File: src/rtl/mag_cook_sequencer.sv
// Cook-cycle controller for the magnetron path: cook-time countdown on a 1 Hz
// strobe, door interlock, pause/resume, end-of-cook hold and power duty window.
module mag_cook_sequencer #(
    parameter int TIME_W     = 12,
    parameter int DONE_TICKS = 3,
    parameter int CYCLE      = 10
) (
    input  logic              CLK,
    input  logic              RST_N,
    input  logic              TICK,
    input  logic              DOOR_CLOSED,
    input  logic              START,
    input  logic              STOP_CLEAR,
    input  logic              LOAD,
    input  logic [TIME_W-1:0] TIME_IN,
    input  logic [3:0]        POWER_IN,
    output logic              MAG_ON,
    output logic [TIME_W-1:0] TIME_LEFT,
    output logic [1:0]        STATE,
    output logic              DONE
);

    typedef enum logic [1:0] {
        ST_IDLE  = 2'd0,
        ST_COOK  = 2'd1,
        ST_PAUSE = 2'd2,
        ST_DONE  = 2'd3
    } state_t;

    localparam int                DC_W      = (DONE_TICKS > 1) ? $clog2(DONE_TICKS) : 1;
    localparam logic [3:0]        CYCLE_P   = 4'(CYCLE);
    localparam logic [3:0]        LAST_PH   = 4'(CYCLE - 1);
    localparam logic [DC_W-1:0]   DONE_LAST = DC_W'(DONE_TICKS - 1);
    localparam logic [TIME_W-1:0] TIME_ONE  = TIME_W'(1);
    localparam logic [TIME_W-1:0] TIME_ZERO = TIME_W'(0);

    // Out-of-range power requests (0 or above the window length) mean full power.
    function automatic logic [3:0] clamp_power(input logic [3:0] p);
        if ((p == 4'd0) || (p > CYCLE_P)) begin
            clamp_power = CYCLE_P;
        end else begin
            clamp_power = p;
        end
    endfunction

    state_t              state_q, state_d;
    logic [TIME_W-1:0]   time_q, time_d;
    logic [3:0]          power_q, power_d;
    logic [3:0]          phase_q, phase_d;
    logic [DC_W-1:0]     done_cnt_q, done_cnt_d;
    logic                mag_q, mag_d;
    logic                done_q, done_d;

    // Next-state and datapath decode for the cook sequencer.
    always_comb begin
        state_d    = state_q;
        time_d     = time_q;
        power_d    = power_q;
        phase_d    = phase_q;
        done_cnt_d = done_cnt_q;
        case (state_q)
            ST_IDLE: begin
                if (STOP_CLEAR) begin
                    time_d = TIME_ZERO;
                end else if (LOAD) begin
                    time_d  = TIME_IN;
                    power_d = clamp_power(POWER_IN);
                end else if (START && DOOR_CLOSED && (time_q != TIME_ZERO)) begin
                    state_d = ST_COOK;
                    phase_d = 4'd0;
                end else begin
                    state_d = ST_IDLE;
                end
            end
            ST_COOK: begin
                if (!DOOR_CLOSED || STOP_CLEAR) begin
                    state_d = ST_PAUSE;
                end else if (TICK) begin
                    phase_d = (phase_q >= LAST_PH) ? 4'd0 : (phase_q + 4'd1);
                    // A count of 0 here is unreachable; treat it like 1 so it can never wrap.
                    if (time_q <= TIME_ONE) begin
                        time_d     = TIME_ZERO;
                        state_d    = ST_DONE;
                        done_cnt_d = '0;
                    end else begin
                        time_d = time_q - TIME_ONE;
                    end
                end else begin
                    state_d = ST_COOK;
                end
            end
            ST_PAUSE: begin
                if (STOP_CLEAR) begin
                    state_d = ST_IDLE;
                    time_d  = TIME_ZERO;
                end else if (START && DOOR_CLOSED) begin
                    state_d = ST_COOK;
                end else begin
                    state_d = ST_PAUSE;
                end
            end
            ST_DONE: begin
                if (STOP_CLEAR) begin
                    state_d    = ST_IDLE;
                    done_cnt_d = '0;
                end else if (LOAD) begin
                    state_d    = ST_IDLE;
                    done_cnt_d = '0;
                    time_d     = TIME_IN;
                    power_d    = clamp_power(POWER_IN);
                end else if (TICK) begin
                    if (done_cnt_q >= DONE_LAST) begin
                        state_d    = ST_IDLE;
                        done_cnt_d = '0;
                    end else begin
                        done_cnt_d = done_cnt_q + DC_W'(1);
                    end
                end else begin
                    state_d = ST_DONE;
                end
            end
            default: begin
                state_d    = ST_IDLE;
                time_d     = TIME_ZERO;
                power_d    = CYCLE_P;
                phase_d    = 4'd0;
                done_cnt_d = '0;
            end
        endcase
    end

    // Registered output decode from the next state.
    always_comb begin
        mag_d  = (state_d == ST_COOK) && (phase_d < power_d);
        done_d = (state_d == ST_DONE);
    end

    // State and datapath registers; reset aborts any cook at once.
    always_ff @(posedge CLK or negedge RST_N) begin
        if (!RST_N) begin
            state_q    <= ST_IDLE;
            time_q     <= TIME_ZERO;
            power_q    <= CYCLE_P;
            phase_q    <= 4'd0;
            done_cnt_q <= '0;
            mag_q      <= 1'b0;
            done_q     <= 1'b0;
        end else begin
            state_q    <= state_d;
            time_q     <= time_d;
            power_q    <= power_d;
            phase_q    <= phase_d;
            done_cnt_q <= done_cnt_d;
            mag_q      <= mag_d;
            done_q     <= done_d;
        end
    end

    // The door gate is deliberately combinational so an opening door cuts power instantly.
    assign MAG_ON    = mag_q & DOOR_CLOSED;
    assign TIME_LEFT = time_q;
    assign STATE     = state_q;
    assign DONE      = done_q;

endmodule

File: config.mk
export PLATFORM = sky130hd
export DESIGN_NAME = mag_cook_sequencer
export DESIGN_NICKNAME = d
export VERILOG_FILES = /design/src/rtl/mag_cook_sequencer.sv
export SDC_FILE = /design/constraint.sdc
export NUM_CORES = 1
export LEC_CHECK = 0
export CORE_ASPECT_RATIO = 1.4
export CORE_MARGIN = 3
export CORE_UTILIZATION = 35
export CTS_CLUSTER_SIZE = 16
export DETAILED_ROUTE_END_ITERATION = 7
export PLACE_DENSITY = 0.58
export SLEW_MARGIN = 25
export SYNTH_ARGS = -nofsm -noshare
export SYNTH_HDL_FRONTEND = slang
export SYNTH_SLANG_ARGS = --single-unit
File: constraint.sdc
create_clock -name CLK -period 3.8 [get_ports CLK]
set_input_delay 0.38 -clock CLK [delete_from_list [all_inputs] [get_ports CLK]]
set_output_delay 0.38 -clock CLK [all_outputs]
set_load 0.01 [all_outputs]
Word-level counts from Yosys, hierarchy flattened
Index checks and enable logic that the tools add are counted.
Widths: inputs -> output; s select.

storage, ports and cells
  register bits = 26
  input port bits = 23

operators by class
  add/sub/neg operators = 3
  magnitude comparators = 5
  eq/ne operators = 11
  multiplexer cells = 40
  bitwise operators = 1
  reduce and logical (&&, ||, !) cells = 13

operator list
  cell                   number
  $mux 12                7
  $pmux 12 s4            1
  $mux 4                 10
  $mux 2                 18
  $le 12x1->1 const B    1
  $reduce_bool 12->1     1
  $sub 12x1->12 const B  1
  $ne 2x2->1 const B     5
  $pmux 2 s4             1
  $pmux 4 s2             1
  $eq 2x2->1 const B     3
  $reduce_and 5->1       1
  $add 4x1->4 const B    1
  $eq 2x1->1 const B     2
  $ge 4x4->1 const B     1
  $gt 4x4->1 const B     1
  $logic_not 4->1        1
  $lt 4x4->1             1
  $ne 4x4->1 const B     1
  $pmux 2 s2             1
  $reduce_and 4->1       1
  $logic_and 1x1->1      3
  $add 2x1->2 const B    1
  $ge 2x2->1 const B     1
  other kinds (7)        8

Longest topological paths before layout
Gate-level depths: netlist of run 1.

  depth in word-level cells = 8
  depth in mapped cells = 11

Worst setup path before layout of run 1
OpenSTA, ideal clock, no wires.

  path type = register to register
  from = register time_q[0], in the netlist TIME_LEFT[0]
  to = register mag_q
  arrival time = 2.264 ns
  data required time = 3.678 ns
  slack = 1.415 ns
  stages on the path, launching flop included = 11
  path buffers = 0
  period minus slack after synthesis = 2.385 ns
  cell sequence = dfrtp_1 inv_1 ha_1 nor3b_1 and3_1 o21ai_0 a21oi_1 a41o_1 ha_1 o211ai_1 o2111a_1

between the ends
  longest elaborated chain between the ends = 8

RTL lines
  element                 line  RTL
  from (decl)             47    logic [TIME_W-1:0] time_q, time_d;
  from (signal assigned)  150   time_q <= time_d;
  $reduce_bool 12->1      68    end else if (START && DOOR_CLOSED && (time_q != TIME_ZERO)) begin
  $logic_and 1x1->1       68
  $mux 4                  68
  $mux 4                  65    end else if (LOAD) begin
  $mux 4                  63    if (STOP_CLEAR) begin
  $pmux 4 s2              61    case (state_q)
  via phase_d[1]          49    logic [3:0] phase_q, phase_d;
  $lt 4x4->1              134   mag_d = (state_d == ST_COOK) && (phase_d < power_d);
  $logic_and 1x1->1       134
  via mag_d               51    logic mag_q, mag_d;
  to (signal assigned)    154   mag_q <= mag_d;
  to (decl)               51

The timed path passes the listed nets, and every way through them passes these cells.
A chain may end at the register's enable or synchronous reset.

Worst setup path after layout of run 1
  from = register state_q[1], in the netlist STATE[1]
  to = register mag_q

RTL lines
  element                                        line  RTL
  from (decl)                                    46    state_t state_q, state_d;
  from (signal assigned)                         149   state_q <= state_d;
  $eq 2x1->1 or $logic_not 2->1 (tied branches)  61
  $pmux 4 s2 (*)                                 61
  via phase_d[1]                                 49
  $lt 4x4->1 (*)                                 134
  $logic_and 1x1->1 (*)                          134
  via mag_d                                      51

The timed path passes the listed nets; every way through them passes the cells marked *.

==> results of run 1 <==
-- placed cells by master (no fill, tap or decap), drive strengths merged, types with 4 or more instances in the layout --
cell type,instances
mux2i,11
nor4,5
o22ai,4
clkdlybuf4s50,38
nand2b,5
dfrtp,24
o21ai,20
ha,12
nand2,14
nor3,8
a31oi,8
nand3,4
and2,5
inv,19
clkbuf,4
a21oi,12
nor2,16
buf,4
-- per-layer routing --
layer / global-route usage, % / vias to the layer above / wire (um)
li1: - / 912 / -
met1: 19.5 / 886 / 2310
met2: 27.6 / 39 / 2530
met3: 2.40 / 7 / 184
met4: 5.11 / 0 / 71
met5: 0 / - / 0
-- cell type report --
class | count | area, um^2 | area share (%)
tap | 68 | 85.1 | 3.40
timing repair buffer | 42 | 410 | 16.4
clock buffer | 4 | 55.1 | 2.20
sequential | 26 | 653 | 26.1
inverter | 19 | 71.3 | 2.85
multi-input combinational | 173 | 1220 | 49.0
-- kinds of logic (layout without fill, tap and decap cells) --
family / Yosys count / in the layout / share of synthesized area [%]
simple gates: 74 / 74 / 21.4
mux: 12 / 12 / 5.98
fa+ha+maj: 12 / 12 / 7.39
compound gates: 75 / 75 / 25.5
buf+inv: 33 / 65 / 7.52
flops: 26 / 26 / 32.2
-- state kept, by name, indices dropped and copies added (netlist names) --
name,count
STATE,2
DONE,1
power_q,4
TIME_LEFT,12
phase_q,4
done_cnt_q,2
mag_q,1
-- stage by stage --
step                total power [mW]  std cells
CTS                             1.67        332
floorplan                       1.18        232
global placement                1.48        328
finish                          1.65        332
global route                    1.82        332
detailed placement              1.48        328
-- worst paths after layout --
path / end / start / slack, ns
worst min register to register: power_q[0] / power_q[0] / 0.47
min in group asynchronous: TIME_LEFT[11] / RST_N / 0.48
worst max-delay path: mag_q / STATE[1] / 1.08
max in group asynchronous: power_q[1] / RST_N / 3.02
worst min-delay path: power_q[0] / power_q[0] / 0.47
worst max register to register: mag_q / STATE[1] / 1.08
-- power by group through the flow --
stage               registers [mW]  logic [mW]  clock network (mW)
detailed placement           0.494       0.987                   0
floorplan                    0.486       0.694                   0
global route                 0.508        1.11               0.203
global placement             0.494       0.986                   0
CTS                          0.489       0.993               0.190
finish                       0.487       0.984               0.182
-- worst register-to-register path: cells and delay by family (launching register included) --
kind            cells  cell delay [ns]
buf+inv             1             0.11
simple gates        1             0.34
fa+ha+maj           2             0.76
flops               1             0.47
compound gates      5             0.93
==> impl_metrics.env, run 1 <==
export IMPL_post_cts_resized=0
export IMPL_grt_max_degree=27
export IMPL_postCtsSetupBuffers=0
export IMPL_synth_area_leaders="dfrtp_1 (30%), ha_1 (7.4%), mux2i_1 (5.4%), o21ai_0 (4.4%), inv_1 (3.5%)"
export IMPL_synth_async_sr_flop_share_pct=100
export IMPL_port_buffer_count=38
export IMPL_ys_warnings_count=0
export IMPL_internal_power_uw=909
export IMPL_grt_pass1_wl_mm=8.66
export IMPL_drv_slew=0
export IMPL_synthDistinctLibCells=58
export IMPL_die_x_um=70.4
export IMPL_gr_total_overflow=0
export IMPL_post_route_util_pct=44.9
export IMPL_seq_area_frac_synth_pct=32.2
export IMPL_antenna_found_initial=0
export IMPL_initial_core_util_pct=36.5
export IMPL_cp_start_kind="flip-flop"
export IMPL_drc=0
export IMPL_num_vias=1844
export IMPL_yosysTopAreaCellShare_pct=29.6
export IMPL_place_congestion=0.779
export IMPL_fin_crit_sh_pct=71.6
export IMPL_cts_tree="built"
export IMPL_hpwl_mm=3.77
export IMPL_hp_class="flip-flop to flip-flop"
export IMPL_combPwrFrac_pct=59.5
export IMPL_cp_slowest_cell="ha_1"
export IMPL_status="complete, no violations"
export IMPL_slew_headroom_pct=60.1
export IMPL_cp_required_ns=3.96
export IMPL_syn2layout_area_growth_pct=23.1
export IMPL_numCtsBuffers=3
export IMPL_drive_gt1_share_pct=7.58
export IMPL_ir_drop_mv=0.264
export IMPL_fmax_ghz=0.368
export IMPL_p_clk_share_pct=11.0
export IMPL_finClkSkew_ns=0.00424
export IMPL_avgViaCountPerCell=5.55
export IMPL_synthFlopType="dfrtp_1"
export IMPL_drt_wl_total_mm=5.09
export IMPL_synth_fp_nets=267
export IMPL_yosys_register_bits=26
export IMPL_die_area_um2=6760
export IMPL_critPathMostFrequentCell="ha_1"
export IMPL_netlist_area_um2=2030
export IMPL_routedWlPerCell_um=15.3
export IMPL_p_sw_share_pct=45.0
export IMPL_grt_pass1_vias=1829
export IMPL_diodes=0
export IMPL_crit_cells=9
export IMPL_clk_latency_ns=0.27
export IMPL_worstSetupPathType="flip-flop to flip-flop"
export IMPL_p_switching_uw=744
export IMPL_crit_path_cell_trace="inv_1 > ha_1 > nand2b_1 > o21ai_0 > a21oi_1 > a41o_1 > ha_1 > o211ai_1 > o2111a_1"
export IMPL_drt_iter0_markers=49
export IMPL_ant_nets=0
export IMPL_avgSynthCellArea_um2=8.75
export IMPL_worstSetupEndpointType="flip-flop"
export IMPL_hold_violations=0
export IMPL_cp_num_buf_inv=1
export IMPL_hold_ws_ns=0.470
export IMPL_max_stage_delay_ns=0.48
export IMPL_clkTransAtPathRegs_ns=0.09
export IMPL_finalWorstSetupSlack_ns=1.08
export IMPL_tightest_slew_ns=0.597
export IMPL_ctsRootBufferMaster="clkbuf_8"
export IMPL_fin_tns_setup_ns=0
export IMPL_min_period_ns=2.72
export IMPL_path_delay_family="compound AO/OA/AOI/OAI gates"
export IMPL_dpl_cell_area_um2=2440
export IMPL_final_setup_viol_count=0
export IMPL_synth_most_common_cell="dfrtp_1"
export IMPL_crit_arrival_ns=2.88
export IMPL_cts_num_sinks=26
export IMPL_yosys_area_top_type="dfrtp_1"
export IMPL_synth_edf_count=0
export IMPL_io_pins=39
export IMPL_clockBufferDepth=2
export IMPL_fin_area_um2=2500
export IMPL_syn_inst=232
export IMPL_p_leak_nw=1.06
export IMPL_htree_levels=1
export IMPL_power_frac_seq_pct=29.5
export IMPL_drt_first_pass_iters=4
export IMPL_hold_path_cell_count=2
export IMPL_rsz0062_at_grt="no"
export IMPL_n_fill_cell=565
export IMPL_drv_cap=0
export IMPL_dp_slack_ns=0.966
export IMPL_crit_path_max_fanout=15
export IMPL_p_per_area_nw_per_um2=661
export IMPL_synth_common_cells="dfrtp_1 (24), inv_1 (19), o21ai_0 (18)"
export IMPL_grt_util_all_layers_pct=15.7
export IMPL_die_height_um=96.1
export IMPL_reg2reg_depth=9
export IMPL_core_um2=5570
export IMPL_row_count=32
export IMPL_fin_nets=300
export IMPL_cts_hold_buf=0
Power figures use the tool's default switching activity.
==> inputs of run 2 (changes only) <==
PLACE_DENSITY = 0.6   (was 0.58)
clock period = 2.2 ns   (was 3.8 ns; I/O delays follow)
==> impl_metrics.env, run 2 (same netlist as run 1, synthesis figures left out) <==
export IMPL_num_vias=1992
export IMPL_routedWlPerCell_um=14.1
export IMPL_n_fill_cell=546
export IMPL_mostFrequentLayoutCells="buf_4 (46), clkdlybuf4s50_1 (38), dfrtp_1 (20)"
export IMPL_io_pins=39
export IMPL_crit_arrival_ns=2.23
export IMPL_clk_latency_ns=0.27
export IMPL_die_area_um2=6760
export IMPL_multi_input_area_um2=1280
export IMPL_dr_max_layer_used="met4"
export IMPL_diodes=0
export IMPL_clkTransAtPathRegs_ns=0.09
export IMPL_drv_cap=0
export IMPL_cts_tree="built"
export IMPL_largest_register_ffs=12
export IMPL_fin_cells=375
export IMPL_cts_hold_buf=0
export IMPL_cts_num_sinks=26
export IMPL_min_period_ns=2.08
export IMPL_finClkSkew_ns=0.00524
export IMPL_initial_core_util_pct=36.5
export IMPL_rsz0062_at_grt="yes"
export IMPL_ctsRootBufferMaster="clkbuf_8"
export IMPL_layout_commonest_cell="buf_4"
export IMPL_hp_class="input pin to asynchronous set/reset pin"
export IMPL_power_frac_seq_pct=22.0
export IMPL_drt_wl_total_mm=5.30
export IMPL_internal_power_mw=1.98
export IMPL_drc=0
export IMPL_die_height_um=96.1
export IMPL_drt_iter0_markers=77
export IMPL_final_setup_viol_count=0
export IMPL_slew_headroom_pct=72.9
export IMPL_worstSetupPathType="flip-flop to flip-flop"
export IMPL_fin_crit_sh_pct=94.4
export IMPL_grt_pass1_wl_mm=8.96
export IMPL_port_buffer_count=38
export IMPL_p_leak_nw=1.28
export IMPL_grt_pass1_vias=2022
export IMPL_fmax_ghz=0.482
export IMPL_worstSetupEndpointType="flip-flop"
export IMPL_dp_slack_ns=-0.0916
export IMPL_p_clk_share_pct=9.1
export IMPL_antenna_found_initial=0
export IMPL_syn2layout_area_growth_pct=42.5
export IMPL_cp_required_ns=2.36
export IMPL_dp_cells=371
export IMPL_drv_slew=0
export IMPL_dr_wl_met2_mm=2.87
export IMPL_tightest_slew_ns=0.406
export IMPL_row_count=32
export IMPL_gr_total_overflow=0
export IMPL_drt_first_pass_iters=4
export IMPL_wl_met1_mm=2.22
export IMPL_grt_util_all_layers_pct=16.2
export IMPL_hold_violations=0
export IMPL_fin_nets=343
export IMPL_cp_start_kind="flip-flop"
export IMPL_p_switching_mw=1.39
export IMPL_hpwl_mm=4.18
export IMPL_wl_met3_um=180
export IMPL_avgViaCountPerCell=5.31
export IMPL_hold_ws_ns=0.311
export IMPL_ir_drop_mv=0.573
export IMPL_p_per_area_nw_per_um2=1160
export IMPL_clockBufferDepth=2
export IMPL_fin_tns_setup_ns=0
export IMPL_ant_nets=0
export IMPL_numCtsBuffers=3
export IMPL_finalWorstSetupSlack_ns=0.124
export IMPL_core_um2=5570
export IMPL_ff_latch_area_um2=658
export IMPL_grt_max_degree=27
export IMPL_die_x_um=70.4
export IMPL_combPwrFrac_pct=68.9
export IMPL_drive_gt1_share_pct=24.4
export IMPL_place_congestion=0.839
export IMPL_htree_levels=1
export IMPL_status="complete, no violations"
export IMPL_p_sw_share_pct=41.3
export IMPL_crit_path_max_fanout=8
-- run 2: stage by stage --
stage	power, mW	area [um^2]	util [%]
after CTS	3.33	2850	51.3
after floorplan	2.06	2040	-
after detailed placement	3.00	2790	50.2
final	3.37	2890	52.0
after global routing	3.67	2890	52.0
after global placement	2.99	2790	50.2
-- run 2: critical path: stages (launching register included) --
cell and delay (ns):
dfrtp_2 0.36, buf_4 0.14, ha_1 0.31, nand2b_1 0.16, o21ai_4 0.10, a21oi_1 0.08, a41o_1 0.22, ha_1 0.27
o211ai_1 0.07, o2111a_1 0.25
-- run 2: layout make-up --
class / instances / area share (%)
multi-input cells: 173 / 44.2
repair buffers: 85 / 25.8
flip-flops and latches: 26 / 22.8
well taps: 68 / 2.94
inverters: 19 / 2.47
clock buffers: 4 / 1.90
-- run 2: layer usage --
layer | up-vias | global-route usage, %
li1 | 1005 | -
met1 | 948 | 18.6
met2 | 37 | 31.5
met3 | 2 | 1.78
met4 | 0 | 4.63
met5 | - | 0
-- run 2: worst paths after layout --
path / startpoint / slack [ns] / endpoint / cells after the start
setup / recovery: STATE[0] / 0.12 / mag_q / 9
hold / removal: RST_N / 0.31 / TIME_LEFT[10] / 2
setup reg to reg: STATE[0] / 0.12 / mag_q / 9
hold reg to reg: power_q[0] / 0.49 / power_q[0] / 2
max in group asynchronous: RST_N / 1.60 / power_q[1] / 2
min in group CLK: power_q[0] / 0.49 / power_q[0] / 2
-- run 2: power by group through the flow --
stage / sequential (mW) / clock (mW) / combinational (mW)
after floorplan: 0.846 / 0 / 1.21
after global placement: 0.739 / 0 / 2.25
after detailed placement: 0.743 / 0 / 2.26
after CTS: 0.733 / 0.319 / 2.28
after global routing: 0.756 / 0.346 / 2.56
final: 0.740 / 0.308 / 2.32
-- run 2: timing repair --
action | in CTS | in global routing
setup buffers | 0 | 0
setup endpoints to repair | 1 | 2
resized for setup | 1 | 9
pin swaps | 1 | 1
gates cloned | 0 | 0
endpoints found under the hold margin | 0 | 0
